===== src/rtl/mmu_ctrl_if.sv =====
// Host and MMU-side signal bundle for the 2x2 systolic MMU sequencer.
// slave is the controller's view; master is the host/MMU-side view.
interface mmu_ctrl_if #(
  parameter int unsigned DATA_W = 8
);
  logic              start;
  logic [DATA_W-1:0] a00, a01, a10, a11;
  logic [DATA_W-1:0] w00, w01, w10, w11;
  logic              busy;
  logic              done;
  logic              c_valid;
  logic [DATA_W-1:0] c00, c01, c10, c11;
  logic              mmu_load_weight;
  logic              mmu_valid;
  logic [DATA_W-1:0] mmu_a_in1, mmu_a_in2;
  logic [DATA_W-1:0] mmu_weight1, mmu_weight2, mmu_weight3, mmu_weight4;
  logic [DATA_W-1:0] mmu_acc_out1, mmu_acc_out2;

  modport slave (
    input  start, a00, a01, a10, a11, w00, w01, w10, w11, mmu_acc_out1, mmu_acc_out2,
    output busy, done, c_valid, c00, c01, c10, c11, mmu_load_weight, mmu_valid,
           mmu_a_in1, mmu_a_in2, mmu_weight1, mmu_weight2, mmu_weight3, mmu_weight4
  );

  modport master (
    output start, a00, a01, a10, a11, w00, w01, w10, w11, mmu_acc_out1, mmu_acc_out2,
    input  busy, done, c_valid, c00, c01, c10, c11, mmu_load_weight, mmu_valid,
           mmu_a_in1, mmu_a_in2, mmu_weight1, mmu_weight2, mmu_weight3, mmu_weight4
  );
endinterface


===== src/rtl/mmu_ctrl.sv =====
// Sequencer for a 2x2 weight-stationary systolic MMU: loads W, feeds skewed A rows,
// and de-skews the two column outputs into a registered C = A*W (mod 2^DATA_W).
module mmu_ctrl #(
  parameter int unsigned DATA_W = 8
) (
  input  logic      clk,
  input  logic      reset,
  mmu_ctrl_if.slave bus
);

  typedef enum logic [2:0] {StIdle, StLoad, StFeed, StDrain, StDone} state_e;

  state_e            state_q;
  logic [1:0]        feed_cnt_q;
  logic [DATA_W-1:0] a00_q, a01_q, a10_q, a11_q;
  logic [DATA_W-1:0] w00_q, w01_q, w10_q, w11_q;

  // PE order is column-major: weight1/2 feed column 0, weight3/4 feed column 1.
  assign bus.mmu_weight1 = w00_q;
  assign bus.mmu_weight2 = w10_q;
  assign bus.mmu_weight3 = w01_q;
  assign bus.mmu_weight4 = w11_q;

  always_ff @(posedge clk or negedge reset) begin
    if (!reset) begin
      state_q             <= StIdle;
      feed_cnt_q          <= 2'd0;
      {a00_q, a01_q, a10_q, a11_q} <= '0;
      {w00_q, w01_q, w10_q, w11_q} <= '0;
      bus.busy            <= 1'b0;
      bus.done            <= 1'b0;
      bus.c_valid         <= 1'b0;
      bus.c00             <= '0;
      bus.c01             <= '0;
      bus.c10             <= '0;
      bus.c11             <= '0;
      bus.mmu_load_weight <= 1'b0;
      bus.mmu_valid       <= 1'b0;
      bus.mmu_a_in1       <= '0;
      bus.mmu_a_in2       <= '0;
    end else begin
      unique case (state_q)
        StIdle: begin
          if (bus.start) begin
            a00_q               <= bus.a00;
            a01_q               <= bus.a01;
            a10_q               <= bus.a10;
            a11_q               <= bus.a11;
            w00_q               <= bus.w00;
            w01_q               <= bus.w01;
            w10_q               <= bus.w10;
            w11_q               <= bus.w11;
            bus.c_valid         <= 1'b0;
            bus.busy            <= 1'b1;
            bus.mmu_load_weight <= 1'b1;
            state_q             <= StLoad;
          end
        end
        StLoad: begin
          bus.mmu_load_weight <= 1'b0;
          bus.mmu_valid       <= 1'b1;
          bus.mmu_a_in1       <= a00_q;
          bus.mmu_a_in2       <= '0;
          feed_cnt_q          <= 2'd0;
          state_q             <= StFeed;
        end
        StFeed: begin
          feed_cnt_q <= feed_cnt_q + 2'd1;
          // Outputs set here apply to the next feed step; captures sample this one.
          unique case (feed_cnt_q)
            2'd0: begin
              bus.mmu_a_in1 <= a10_q;
              bus.mmu_a_in2 <= a01_q;
            end
            2'd1: begin
              bus.mmu_a_in1 <= '0;
              bus.mmu_a_in2 <= a11_q;
            end
            2'd2: begin
              bus.mmu_a_in1 <= '0;
              bus.mmu_a_in2 <= '0;
              bus.c00       <= bus.mmu_acc_out1;
            end
            default: begin
              bus.c10       <= bus.mmu_acc_out1;
              bus.c01       <= bus.mmu_acc_out2;
              bus.mmu_valid <= 1'b0;
              state_q       <= StDrain;
            end
          endcase
        end
        StDrain: begin
          bus.c11     <= bus.mmu_acc_out2;
          bus.done    <= 1'b1;
          bus.c_valid <= 1'b1;
          state_q     <= StDone;
        end
        StDone: begin
          bus.done <= 1'b0;
          bus.busy <= 1'b0;
          state_q  <= StIdle;
        end
        default: state_q <= StIdle;
      endcase
    end
  end

endmodule


===== src/flat_wrapper.sv =====
// flat-port wrapper written by rule: the top's interface ports become plain ports
module mmu_ctrl_flat 
#(
  parameter int unsigned DATA_W = 8
)
  (clk, reset, bus_start, bus_a00, bus_a01, bus_a10, bus_a11, bus_w00, bus_w01, bus_w10, bus_w11, bus_mmu_acc_out1, bus_mmu_acc_out2, bus_busy, bus_done, bus_c_valid, bus_c00, bus_c01, bus_c10, bus_c11, bus_mmu_load_weight, bus_mmu_valid, bus_mmu_a_in1, bus_mmu_a_in2, bus_mmu_weight1, bus_mmu_weight2, bus_mmu_weight3, bus_mmu_weight4);
  mmu_ctrl_if #(.DATA_W(DATA_W)) bus_i ();
  input  logic clk;
  input  logic reset;
  input wire logic [$bits(bus_i.start)-1:0] bus_start;
  input wire logic [$bits(bus_i.a00)-1:0] bus_a00;
  input wire logic [$bits(bus_i.a01)-1:0] bus_a01;
  input wire logic [$bits(bus_i.a10)-1:0] bus_a10;
  input wire logic [$bits(bus_i.a11)-1:0] bus_a11;
  input wire logic [$bits(bus_i.w00)-1:0] bus_w00;
  input wire logic [$bits(bus_i.w01)-1:0] bus_w01;
  input wire logic [$bits(bus_i.w10)-1:0] bus_w10;
  input wire logic [$bits(bus_i.w11)-1:0] bus_w11;
  input wire logic [$bits(bus_i.mmu_acc_out1)-1:0] bus_mmu_acc_out1;
  input wire logic [$bits(bus_i.mmu_acc_out2)-1:0] bus_mmu_acc_out2;
  output wire logic [$bits(bus_i.busy)-1:0] bus_busy;
  output wire logic [$bits(bus_i.done)-1:0] bus_done;
  output wire logic [$bits(bus_i.c_valid)-1:0] bus_c_valid;
  output wire logic [$bits(bus_i.c00)-1:0] bus_c00;
  output wire logic [$bits(bus_i.c01)-1:0] bus_c01;
  output wire logic [$bits(bus_i.c10)-1:0] bus_c10;
  output wire logic [$bits(bus_i.c11)-1:0] bus_c11;
  output wire logic [$bits(bus_i.mmu_load_weight)-1:0] bus_mmu_load_weight;
  output wire logic [$bits(bus_i.mmu_valid)-1:0] bus_mmu_valid;
  output wire logic [$bits(bus_i.mmu_a_in1)-1:0] bus_mmu_a_in1;
  output wire logic [$bits(bus_i.mmu_a_in2)-1:0] bus_mmu_a_in2;
  output wire logic [$bits(bus_i.mmu_weight1)-1:0] bus_mmu_weight1;
  output wire logic [$bits(bus_i.mmu_weight2)-1:0] bus_mmu_weight2;
  output wire logic [$bits(bus_i.mmu_weight3)-1:0] bus_mmu_weight3;
  output wire logic [$bits(bus_i.mmu_weight4)-1:0] bus_mmu_weight4;
  assign bus_i.start = bus_start;
  assign bus_i.a00 = bus_a00;
  assign bus_i.a01 = bus_a01;
  assign bus_i.a10 = bus_a10;
  assign bus_i.a11 = bus_a11;
  assign bus_i.w00 = bus_w00;
  assign bus_i.w01 = bus_w01;
  assign bus_i.w10 = bus_w10;
  assign bus_i.w11 = bus_w11;
  assign bus_i.mmu_acc_out1 = bus_mmu_acc_out1;
  assign bus_i.mmu_acc_out2 = bus_mmu_acc_out2;
  assign bus_busy = bus_i.busy;
  assign bus_done = bus_i.done;
  assign bus_c_valid = bus_i.c_valid;
  assign bus_c00 = bus_i.c00;
  assign bus_c01 = bus_i.c01;
  assign bus_c10 = bus_i.c10;
  assign bus_c11 = bus_i.c11;
  assign bus_mmu_load_weight = bus_i.mmu_load_weight;
  assign bus_mmu_valid = bus_i.mmu_valid;
  assign bus_mmu_a_in1 = bus_i.mmu_a_in1;
  assign bus_mmu_a_in2 = bus_i.mmu_a_in2;
  assign bus_mmu_weight1 = bus_i.mmu_weight1;
  assign bus_mmu_weight2 = bus_i.mmu_weight2;
  assign bus_mmu_weight3 = bus_i.mmu_weight3;
  assign bus_mmu_weight4 = bus_i.mmu_weight4;
  mmu_ctrl #(.DATA_W(DATA_W)) u_core (.clk(clk), .reset(reset), .bus(bus_i));
endmodule

===== config.mk =====
export PLATFORM = sky130hd
export DESIGN_NAME = mmu_ctrl_flat
export DESIGN_NICKNAME = d
export VERILOG_FILES = /design/src/rtl/mmu_ctrl_if.sv /design/src/rtl/mmu_ctrl.sv /design/src/flat_wrapper.sv
export SDC_FILE = /design/constraint.sdc
export NUM_CORES = 1
export LEC_CHECK = 0
export CELL_PAD_IN_SITES_DETAIL_PLACEMENT = 1
export CELL_PAD_IN_SITES_GLOBAL_PLACEMENT = 2
export CORE_ASPECT_RATIO = 0.5
export CORE_MARGIN = 1.5
export CORE_UTILIZATION = 30
export CTS_BUF_LIST = sky130_fd_sc_hd__clkbuf_8 sky130_fd_sc_hd__clkbuf_16
export DETAILED_ROUTE_END_ITERATION = 10
export PLACE_DENSITY_LB_ADDON = 0.3
export SETUP_SLACK_MARGIN = 0.1
export SLEW_MARGIN = 30
export SYNTH_ARGS = -nofsm -noshare
export SYNTH_HDL_FRONTEND = slang
export SYNTH_SLANG_ARGS = --single-unit

===== constraint.sdc =====
create_clock -name clk -period 1.9 [get_ports clk]
set_input_delay 0.38 -clock clk [delete_from_list [all_inputs] [get_ports clk]]
set_output_delay 0.38 -clock clk [all_outputs]
set_load 0.005 [all_outputs]

==> metrics.cfg <==
[outcome]
status = finished clean

[sta]
relSlewSlack = 0.686
fin_worst_skew_ns = 0.00959
fin_tns_setup_ns = 0
fin_crit_sh = 0.897
report.final.slew_viol_count = 0
setup_violations = 0
max_freq_mhz = 587
tightest_slew_ns = 0.471
rsz0062_at_grt = false
hold_viol_final = 0
min_period_ns = 1.70

[min_path]
min_path_type = in2async

[finish]
antenna_cells = 0
final_core_util = 0.486
drive_gt1_frac = 0.317
syn_to_final_growth_pct = 55.6
stdcell_count = 751
final_common_cell = clkdlybuf4s50_1
fin_nets = 606
num-fill-cells = 1591
multiInputGateArea_um2 = 1720
mostFrequentLayoutCells = clkdlybuf4s50_1, dfrtp_1, mux2_2
seq_area_um2 = 3050
postLayoutCellArea_um2 = 7630

[setup_path]
crit_type = reg2reg
critPathCaptureType = flop
critical_path_required_ns = 2.19
worstPathArrival_ns = 1.99
worstPathMaxFanout = 20
critPathLaunchType = flop
r2r_slack_ns = 0.20

[yosys]
netlist.area_leader.share = 0.623
ys_seq_area_frac = 0.623
yosysTopAreaCell = dfrtp_1
synth-edff-count = 0
ys.flop_type = dfrtp_1
syn-num-nets = 417
ys_warn_count = 0
synthTopCellsByArea = dfrtp_1, mux2_2, nand2_1, a22oi_1, ha_1
avgSynthCellArea_um2 = 14.9
syn_area_um2 = 4900
synth_seq_cells = 122
ys_async_sr_fraction = 1.00
ys_types = 31
synthCells = 330

[global_routing]
grt_pass1_wl_mm = 19.7
antenna_found_initial = 0
busiest_layer = met2
gr-usage-all-layers = 0.153
met1_usage = 0.190
grt_util_met3 = 0.0495
grt_max_degree = 47
grt_use_met2 = 0.248
grt_pass1_vias = 3662
overflow = 0

[route]
dr.pass1.iters = 4
drt-wirelength-per-cell_um = 16.5
vias = 3295
ant_nets = 0
drt_wl_total_mm = 12.4
drcViolationCount = 0
first_iter_violations = 114
viasPerCell = 4.39

[power]
finalPower_w = 0.0138
ir_worst_vdd_mv = 0.846
power_density_nw_per_um2 = 1800
p_leak_nw = 3.23

[clock_tree]
clock_latency_ns = 0.41
numCtsBuffers = 17
cts_tree = done
clkSlewWorstSetupHoldPaths_ns = 0.06
clockBufferDepth = 2
cts-root-buf = clkbuf_16
cts-htree-levels = 4
clkSinkCount = 122

[die]
start_util = 0.312
die_width_um = 184
dieArea_um2 = 17200
rows = 32
core_area_um2 = 15700
num_io_pins = 168
die_y_um = 93.4

[placement]
place_area_um2 = 6960
dpl.cell_count = 718
hpwlAfterDp_mm = 8.57
place.gp.congestion = 0.699
port_buffers = 167

[run]
max_cap_violations = 0

[metal layers]
layer  vias up  wire (um)
met5         -          0
met4         0        125
met3        11        647
met2        71       6060
met1      1681       5540
li1       1532          -
[final cells by class]
cell class | count | share of cell area
flip-flops and latches | 122 | 0.400
repair buffers | 186 | 0.251
multi-input cells | 185 | 0.225
clock buffers | 22 | 0.0648
well taps | 221 | 0.0362
clock inverters | 8 | 0.0185
inverters | 7 | 0.00344
[per-stage QoR]
step / setup WS (ns) / hold slack (ns)
floorplan: 0.186 / 0.0844
global placement: 0.0386 / 0.369
detailed placement: 0.0311 / 0.375
CTS: 0.125 / 0.480
global route: 0.109 / 0.503
finish: 0.196 / 0.472
[critical path, stage by stage, from the launching register on]
cell and delay [ns]:
dfrtp_2 0.45, nor2_1 0.21, and3_2 0.36, buf_12 0.20, mux2_2 0.34
[power by group]
group          switching (W)  internal, W
clock                0.00114      0.00235
combinational        0.00204      0.00363
sequential          0.000691      0.00392
total                0.00387      0.00990
[cell families (layout without fill, tap and decap cells)]
kind of cell,count (synthesis),in the layout,share of synthesized area
mux,113,113,0.261
buf+inv,23,223,0.0276
fa+ha+maj,4,4,0.0102
simple gates,40,40,0.0429
flops,122,122,0.623
compound gates,28,28,0.0357
[cell usage after synthesis, types with 2 or more instances]
cell,count
nor2_1,12
o21ai_0,9
a22oi_1,8
buf_6,3
mux2_4,2
nand2_1,18
buf_4,5
inv_1,6
buf_2,6
mux2_2,110
dfrtp_1,122
a21oi_1,6
ha_1,4
o21ai_1,2
[sequential cells by signal, summed over array words and instances (netlist names), 2 cells and up]
signal / flops
u_core.a00_q: 8
u_core.a01_q: 8
u_core.a10_q: 8
u_core.a11_q: 8
u_core.bus.c00: 8
u_core.bus.c01: 8
u_core.bus.c10: 8
u_core.bus.c11: 8
u_core.bus.mmu_a_in1: 8
u_core.bus.mmu_a_in2: 8
u_core.bus.mmu_weight1: 8
u_core.bus.mmu_weight2: 8
u_core.bus.mmu_weight3: 8
u_core.bus.mmu_weight4: 8
u_core.state_q: 3
u_core.feed_cnt_q: 2
[worst paths after layout]
path,from,to,depth (start not counted)
worst min-delay path,reset,u_core.bus.c11[4],2
worst max register to register,u_core.state_q[1],u_core.a01_q[4],4
max in group asynchronous,reset,u_core.bus.mmu_a_in1[2],3
worst max-delay path,u_core.state_q[1],u_core.a01_q[4],4
min in group clk,u_core.bus.mmu_a_in1[2],u_core.bus.mmu_a_in1[2],1
worst min register to register,u_core.bus.mmu_a_in1[2],u_core.bus.mmu_a_in1[2],1
[what timing repair did]
action	CTS	global route
pin swaps	0	0
resized for setup	0	3
setup endpoints to repair	3	39
endpoints found under the hold margin	32	0
setup buffers	1	1
hold buffers	1	0
Note: power is estimated with default switching activity, not from simulation.
